===== src/rtl/clk_en_sched_pkg.sv =====
// Shared constants for the clock-enable scheduler: widths, reset ratio, state codes.
package clk_en_sched_pkg;

   localparam int unsigned CNT_W       = 26;
   localparam int unsigned NCNT_W      = 8;
   localparam int unsigned DEFAULT_DIV = 25_000_000;

   localparam logic [1:0] ST_IDLE = 2'd0;
   localparam logic [1:0] ST_RUN  = 2'd1;
   localparam logic [1:0] ST_HOLD = 2'd2;
   localparam logic [1:0] ST_DONE = 2'd3;

endpackage


===== src/rtl/clk_en_sched_div_counter.sv =====
// Divide counter: holds the active ratio and counts 0..div-1, flagging the terminal count.
module div_counter
   import clk_en_sched_pkg::*;
#(
   parameter int unsigned CNT_W       = clk_en_sched_pkg::CNT_W,
   parameter int unsigned DEFAULT_DIV = clk_en_sched_pkg::DEFAULT_DIV
) (
   input  logic             clk,
   input  logic             clr_n,
   input  logic             clear,
   input  logic             en,
   input  logic             load,
   input  logic [CNT_W-1:0] load_div,
   output logic             tc_c
);

   logic [CNT_W-1:0] cnt;
   logic [CNT_W-1:0] div_r;

   // Terminal count only matters while counting; div_r is never 0, so div_r-1 never wraps.
   assign tc_c = en && (cnt == (div_r - CNT_W'(1)));

   // Ratio latch and count register; clear has priority over counting.
   always_ff @(posedge clk) begin
      if (!clr_n) begin
         cnt   <= '0;
         div_r <= CNT_W'(DEFAULT_DIV);
      end else begin
         if (load) begin
            div_r <= load_div;
         end
         if (clear) begin
            cnt <= '0;
         end else if (en) begin
            cnt <= tc_c ? '0 : cnt + CNT_W'(1);
         end
      end
   end

endmodule


===== src/rtl/clk_en_sched.sv =====
// Clock-enable scheduler: config handshake, run/hold/stop sequencing, one-shot tick budget,
// and registered tick / clk_out / busy / done outputs.
module clk_en_sched
   import clk_en_sched_pkg::*;
#(
   parameter int unsigned CNT_W       = clk_en_sched_pkg::CNT_W,
   parameter int unsigned DEFAULT_DIV = clk_en_sched_pkg::DEFAULT_DIV,
   parameter int unsigned NCNT_W      = clk_en_sched_pkg::NCNT_W
) (
   input  logic              clk,
   input  logic              clr_n,
   input  logic              cfg_valid,
   output logic              cfg_ready,
   input  logic [CNT_W-1:0]  cfg_div,
   input  logic              cfg_mode,
   input  logic [NCNT_W-1:0] cfg_count,
   input  logic              start,
   input  logic              stop,
   input  logic              hold,
   output logic              tick,
   output logic              clk_out,
   output logic              busy,
   output logic              done
);

   logic [1:0]        state;
   logic [1:0]        state_nx;
   logic              mode_r;
   logic [NCNT_W-1:0] cnt_r;
   logic [NCNT_W-1:0] rem;
   logic [NCNT_W-1:0] rem_nx;
   logic              tick_nx;
   logic              clk_out_nx;

   logic              cfg_fire_c;
   logic              mode_eff_c;
   logic [NCNT_W-1:0] count_eff_c;
   logic [CNT_W-1:0]  div_eff_c;
   logic              active_c;
   logic              cnt_en_c;
   logic              cnt_clear_c;
   logic              tc_c;

   // Config is taken only in IDLE and never while reset is asserted.
   assign cfg_ready   = (state == ST_IDLE) && clr_n;
   assign cfg_fire_c  = cfg_valid && cfg_ready;
   // A zero ratio would make div-1 wrap, so it runs as divide-by-one.
   assign div_eff_c   = (cfg_div == '0) ? CNT_W'(1) : cfg_div;
   // A config arriving with start takes effect for that start.
   assign mode_eff_c  = cfg_fire_c ? cfg_mode : mode_r;
   assign count_eff_c = cfg_fire_c ? cfg_count : cnt_r;

   assign active_c    = (state == ST_RUN) || (state == ST_HOLD);
   assign cnt_en_c    = active_c && !hold && !stop;
   assign cnt_clear_c = ((state == ST_IDLE) && start && !stop) || (active_c && stop);

   div_counter #(
      .CNT_W       (CNT_W),
      .DEFAULT_DIV (DEFAULT_DIV)
   ) u_div (
      .clk      (clk),
      .clr_n    (clr_n),
      .clear    (cnt_clear_c),
      .en       (cnt_en_c),
      .load     (cfg_fire_c),
      .load_div (div_eff_c),
      .tc_c     (tc_c)
   );

   // Next-state and next-output logic.
   always_comb begin
      state_nx   = state;
      rem_nx     = rem;
      tick_nx    = 1'b0;
      clk_out_nx = clk_out;
      case (state)
         ST_IDLE: begin
            if (start && !stop) begin
               rem_nx   = count_eff_c;
               state_nx = (mode_eff_c && (count_eff_c == '0)) ? ST_DONE : ST_RUN;
            end
         end
         ST_RUN, ST_HOLD: begin
            if (stop) begin
               state_nx   = ST_IDLE;
               clk_out_nx = 1'b0;
            end else if (hold) begin
               state_nx = ST_HOLD;
            end else begin
               state_nx = ST_RUN;
               if (tc_c) begin
                  tick_nx    = 1'b1;
                  clk_out_nx = ~clk_out;
                  if (mode_r) begin
                     rem_nx = rem - NCNT_W'(1);
                     if (rem == NCNT_W'(1)) begin
                        state_nx = ST_DONE;
                     end
                  end
               end
            end
         end
         ST_DONE: begin
            state_nx   = ST_IDLE;
            clk_out_nx = 1'b0;
         end
         default: begin
            state_nx   = ST_IDLE;
            clk_out_nx = 1'b0;
         end
      endcase
   end

   // State, config and output registers.
   always_ff @(posedge clk) begin
      if (!clr_n) begin
         state   <= ST_IDLE;
         mode_r  <= 1'b0;
         cnt_r   <= '0;
         rem     <= '0;
         tick    <= 1'b0;
         clk_out <= 1'b0;
         busy    <= 1'b0;
         done    <= 1'b0;
      end else begin
         state   <= state_nx;
         rem     <= rem_nx;
         tick    <= tick_nx;
         clk_out <= clk_out_nx;
         busy    <= (state_nx == ST_RUN) || (state_nx == ST_HOLD);
         done    <= (state_nx == ST_DONE);
         if (cfg_fire_c) begin
            mode_r <= cfg_mode;
            cnt_r  <= cfg_count;
         end
      end
   end

endmodule


===== config.mk =====
export PLATFORM = sky130hd
export DESIGN_NAME = clk_en_sched
export DESIGN_NICKNAME = d
export VERILOG_FILES = /design/src/rtl/clk_en_sched_pkg.sv /design/src/rtl/clk_en_sched_div_counter.sv /design/src/rtl/clk_en_sched.sv
export SDC_FILE = /design/constraint.sdc
export NUM_CORES = 1
export LEC_CHECK = 0
export CORE_MARGIN = 4
export CORE_UTILIZATION = 35
export DETAILED_ROUTE_END_ITERATION = 16
export SLEW_MARGIN = 20
export SYNTH_ARGS = -nofsm -noshare
export SYNTH_HDL_FRONTEND = slang
export SYNTH_HIERARCHICAL = 1
export SYNTH_SLANG_ARGS = --single-unit

===== constraint.sdc =====
create_clock -name clk -period 5.4 [get_ports clk]
set_clock_uncertainty 0.2 [all_clocks]
set_input_delay 0.54 -clock clk [delete_from_list [all_inputs] [get_ports clk]]
set_output_delay 0.54 -clock clk [all_outputs]
set_load 0.01 [all_outputs]

==> summary.md <==
| Metric | Value |
|---|---|
| Status | complete, no violations |
| Post-synth ARST share | 0 |
| Max frequency | 236 MHz |
| Final Hold Fails | 0 |
| Slew HR | 0.448 |
| Register clock-pin slew on the reported worst setup and hold paths | 0.06 ns |
| Post-synthesis sequential area ratio | 0.322 |
| DRC | 0 |
| Synthesized area | 0.00466 mm² |
| Hold Crit Endpoint | rem[7] |
| Worst r2r dst | busy |
| Peak VDD IR | 0.000137 V |
| Synth unique cells | 64 |
| Critical path's slowest cell | or4_1 |
| Skew-Pair Late Insertion Delay | 0.33 ns |
| Worst flop-to-flop path startpoint | state[1] |
| Clock tree from TritonCTS | done |
| Ys flop type | dfxtp_1 |
| WHS Path Cells | 1 |
| CP Max Fanout | 22 |
| HP Class | reg -> reg |
| Drt via density | 5.24 |
| Startpoint Class | flip-flop |
| Port Buffers | 45 |
| Max_cap viols | 0 |
| Root Buffer | clkbuf_16 |
| Starting density of the core | 0.364 |
| Req. time, crit path | 5.42 ns |
| Power consumption | 1.39 mW |
| Via count | 3786 |
| Chip Width | 123 µm |
| Psw | 348 µW |
| Area delta synth->final | 16.4% |
| Share of total power in combinational logic | 0.144 |
| Total track usage | 0.151 |
| Slowest Stage Delay on Critical Path | 0.51 ns |
| Unrepaired setup endpoints after global routing | false |
| CP top delay family | simple AND/OR/NAND/NOR gates |
| Number of synthesized flops with an enable pin | 0 |
| Worst-margin pin slew | 0.821 ns |
| Post-synth net total | 586 |
| Worst-path cell chain | inv_1, ha_1, buf_4, nand2b_1, nor2_1, nand3_1, or4_1, nor4_1, nand4_2, nor4_4, and3_1, a31oi_1, o31a_1, o31ai_1, ha_1, and2_1 |
| Largest net degree at the start of global routing | 47 |
| Initial antenna violation count | 0 |
| Crit path kind | reg -> reg |
| CP endpoint kind | flip-flop |
| Vias in the first global route | 3854 |
| Num CTS Buffers | 9 |
| Pre-antenna DRT Iters | 7 |
| Syn Inst Count | 537 |
| Wire length per cell | 15.0 µm |
| Gr ovfl total | 0 |
| Seq pwr share | 0.432 |
| Routed Antenna Nets | 0 |
| H-Tree Depth | 3 |
| CP dominant cell by count | ha_1 |
| Die extent in y | 123 µm |
| Pwr Density | 256 mW/mm² |
| Io pins | 46 |
| Net Sw Frac | 0.251 |
| Clock tree buffer depth | 2 |
| Placer Congestion | 0.819 |
| CP Buf/Inv Count | 2 |
| Die area | 0.0152 mm² |
| Clock sinks | 75 |
| Share of layout cells above drive strength 1 | 0.104 |
| Post-cts sizing count | 0 |
| FF+latch count, synth | 75 |
| Worst EP arrival | 4.26 ns |
| First-pass GRT wire length | 18300 µm |
| Yosys warnings | 6 |
| DR iter-0 viols | 203 |
| Fin crit period | 4.23 ns |
| Setup TNS | 0 ns |
| Nets | 594 |
| Leak | 1.89 nW |
| Num rows | 41 |
| Post-DP HPWL | 8120 µm |
| Final Cycle Share | 0.784 |
| Hold_buf cts | 0 |
| Clock share of power | 0.424 |
| DRT Wirelength | 10800 µm |
| CORE AREA | 0.0128 mm² |
| Internal | 1.04 mW |
| Min-delay src | rem[7] |
| Postcts setup bufs | 0 |
| Ant. Diodes | 0 |
| Worst r2r path cells | 16 |
| Hold_ws | 0.304 ns |
| FF-to-FF setup slack | 1.17 ns |
| Max-slew violations | 0 |
| Final Setup Violations | 0 |
| Syn_area_per_cell | 8.68 µm² |
[power groups by stage]
| stage | Sequential, mW | Combinational [mW] | Clock, mW |
|---|---|---|---|
| floorplan | 0.599 | 0.145 | 0 |
| global placement | 0.610 | 0.196 | 0 |
| detailed placement | 0.611 | 0.200 | 0 |
| CTS | 0.599 | 0.202 | 0.607 |
| global route | 0.603 | 0.223 | 0.635 |
| finish | 0.600 | 0.200 | 0.589 |
[worst max path at each step]
stage	depth (start not counted)	slack (ns)	endpoint	from
3_5_place_dp	14	0.88	busy	stop
4_1_cts	16	1.13	busy	state[1]
5_1_grt	15	0.86	clk_out	state[1]
6_report	16	1.17	busy	state[1]
3_3_place_gp	14	1.02	busy	stop
2_1_floorplan	13	1.42	busy	u_div/div_r[17]
[sequential cells by signal, indices dropped and copies added (netlist names)]
name and flops:
mode_r 1, tick 1, done 1, state 2, busy 1, u_div/div_r 26
cnt_r 8, u_div/cnt 26, rem 8, clk_out 1
[final cells by class]
cell class                      count  area [µm²]
Tap cell                          172         215
Clock buffer                       14         254
Timing Repair Buffer               51         495
Clock inverter                      2        35.0
Multi-Input combinational cell    395        2880
Sequential cell                    75        1500
Fill cell                        1263        7400
Inverter                           13        48.8
[cell families (layout without fill, tap and decap cells)]
group                      Yosys count  in the layout  synth area share
buffers and inverters               67             80            0.0606
muxes                               41             41            0.0888
xor gates and xnor gates            58             58             0.109
and+or+nand+nor                    221            221             0.295
adders and majority gates            8              8            0.0215
DFF                                 75             75             0.322
AOI/OAI and AO/OA                   67             67             0.103
[per-layer routing]
layer  track usage  wire, µm  up-vias  share of wire
li1              -         -     1933              -
met1         0.193      5060     1751           0.47
met2         0.251      5090       87           0.47
met3        0.0352       519       15          0.048
met4        0.0478       169        0          0.016
met5             0         0        -              0
[per-stage QoR]
step | area, µm² | worst slack (ns) | instances | utilization
after CTS | 5430 | 1.13 | 722 | 0.423
after detailed placement | 5140 | 0.884 | 706 | 0.401
after global placement | 5140 | 1.02 | 706 | 0.401
final | 5430 | 1.17 | 722 | 0.423
after floorplan | 4660 | 1.42 | 537 | -
after global routing | 5430 | 0.860 | 722 | 0.423
[Yosys cell counts (3+ instances only)]
cell	count	area, µm²
and2_1	8	50.1
or4_1	5	37.5
nor3_1	23	115
nor3b_1	3	22.5
nor4_1	14	87.6
inv_1	12	45.0
and3_1	3	18.8
a32o_1	5	50.1
o31ai_1	3	22.5
nand2_1	39	146
nor4_4	3	63.8
xor2_1	26	228
or3_1	3	18.8
o2111ai_1	3	26.3
nand3_1	15	75.1
clkbuf_1	43	161
nor3_2	20	200
or4_4	3	33.8
dfxtp_1	75	1500
nor2_1	27	101
nand2b_1	9	56.3
a21oi_1	7	35.0
nand3b_1	3	22.5
buf_2	4	20.0
ha_1	8	100
buf_4	3	22.5
mux2i_1	38	380
nor2b_1	16	100
o22ai_1	4	25.0
o21ai_0	9	45.0
nand4_1	12	75.1
xnor2_1	32	280
a31oi_1	6	37.5
o21ai_1	7	35.0
[worst reg2reg max path: stages (launching register included)]
cell      delay, ns
dfxtp_1        0.36
inv_1          0.07
ha_1           0.27
buf_4          0.23
nand2b_1       0.16
nor2_1         0.36
nand3_1        0.11
or4_1          0.51
nor4_1         0.24
nand4_2        0.19
nor4_4         0.36
and3_1         0.20
a31oi_1        0.08
o31a_1         0.30
o31ai_1        0.09
ha_1           0.26
and2_1         0.15
[cells in the final DEF (no fill, tap or decap), types with 9 or more instances in the layout]
cell / n
nor3_1: 23
nand2b_1: 9
o21ai_0: 9
inv_1: 12
xor2_1: 26
mux2i_1: 38
nor2b_1: 16
clkbuf_16: 9
dfxtp_1: 75
clkdlybuf4s50_1: 45
xnor2_1: 32
nor4_1: 14
nand3_1: 15
nor3_2: 20
nor2_1: 27
nand4_1: 12
nand2_1: 39
Power figures use the tool's default switching activity.
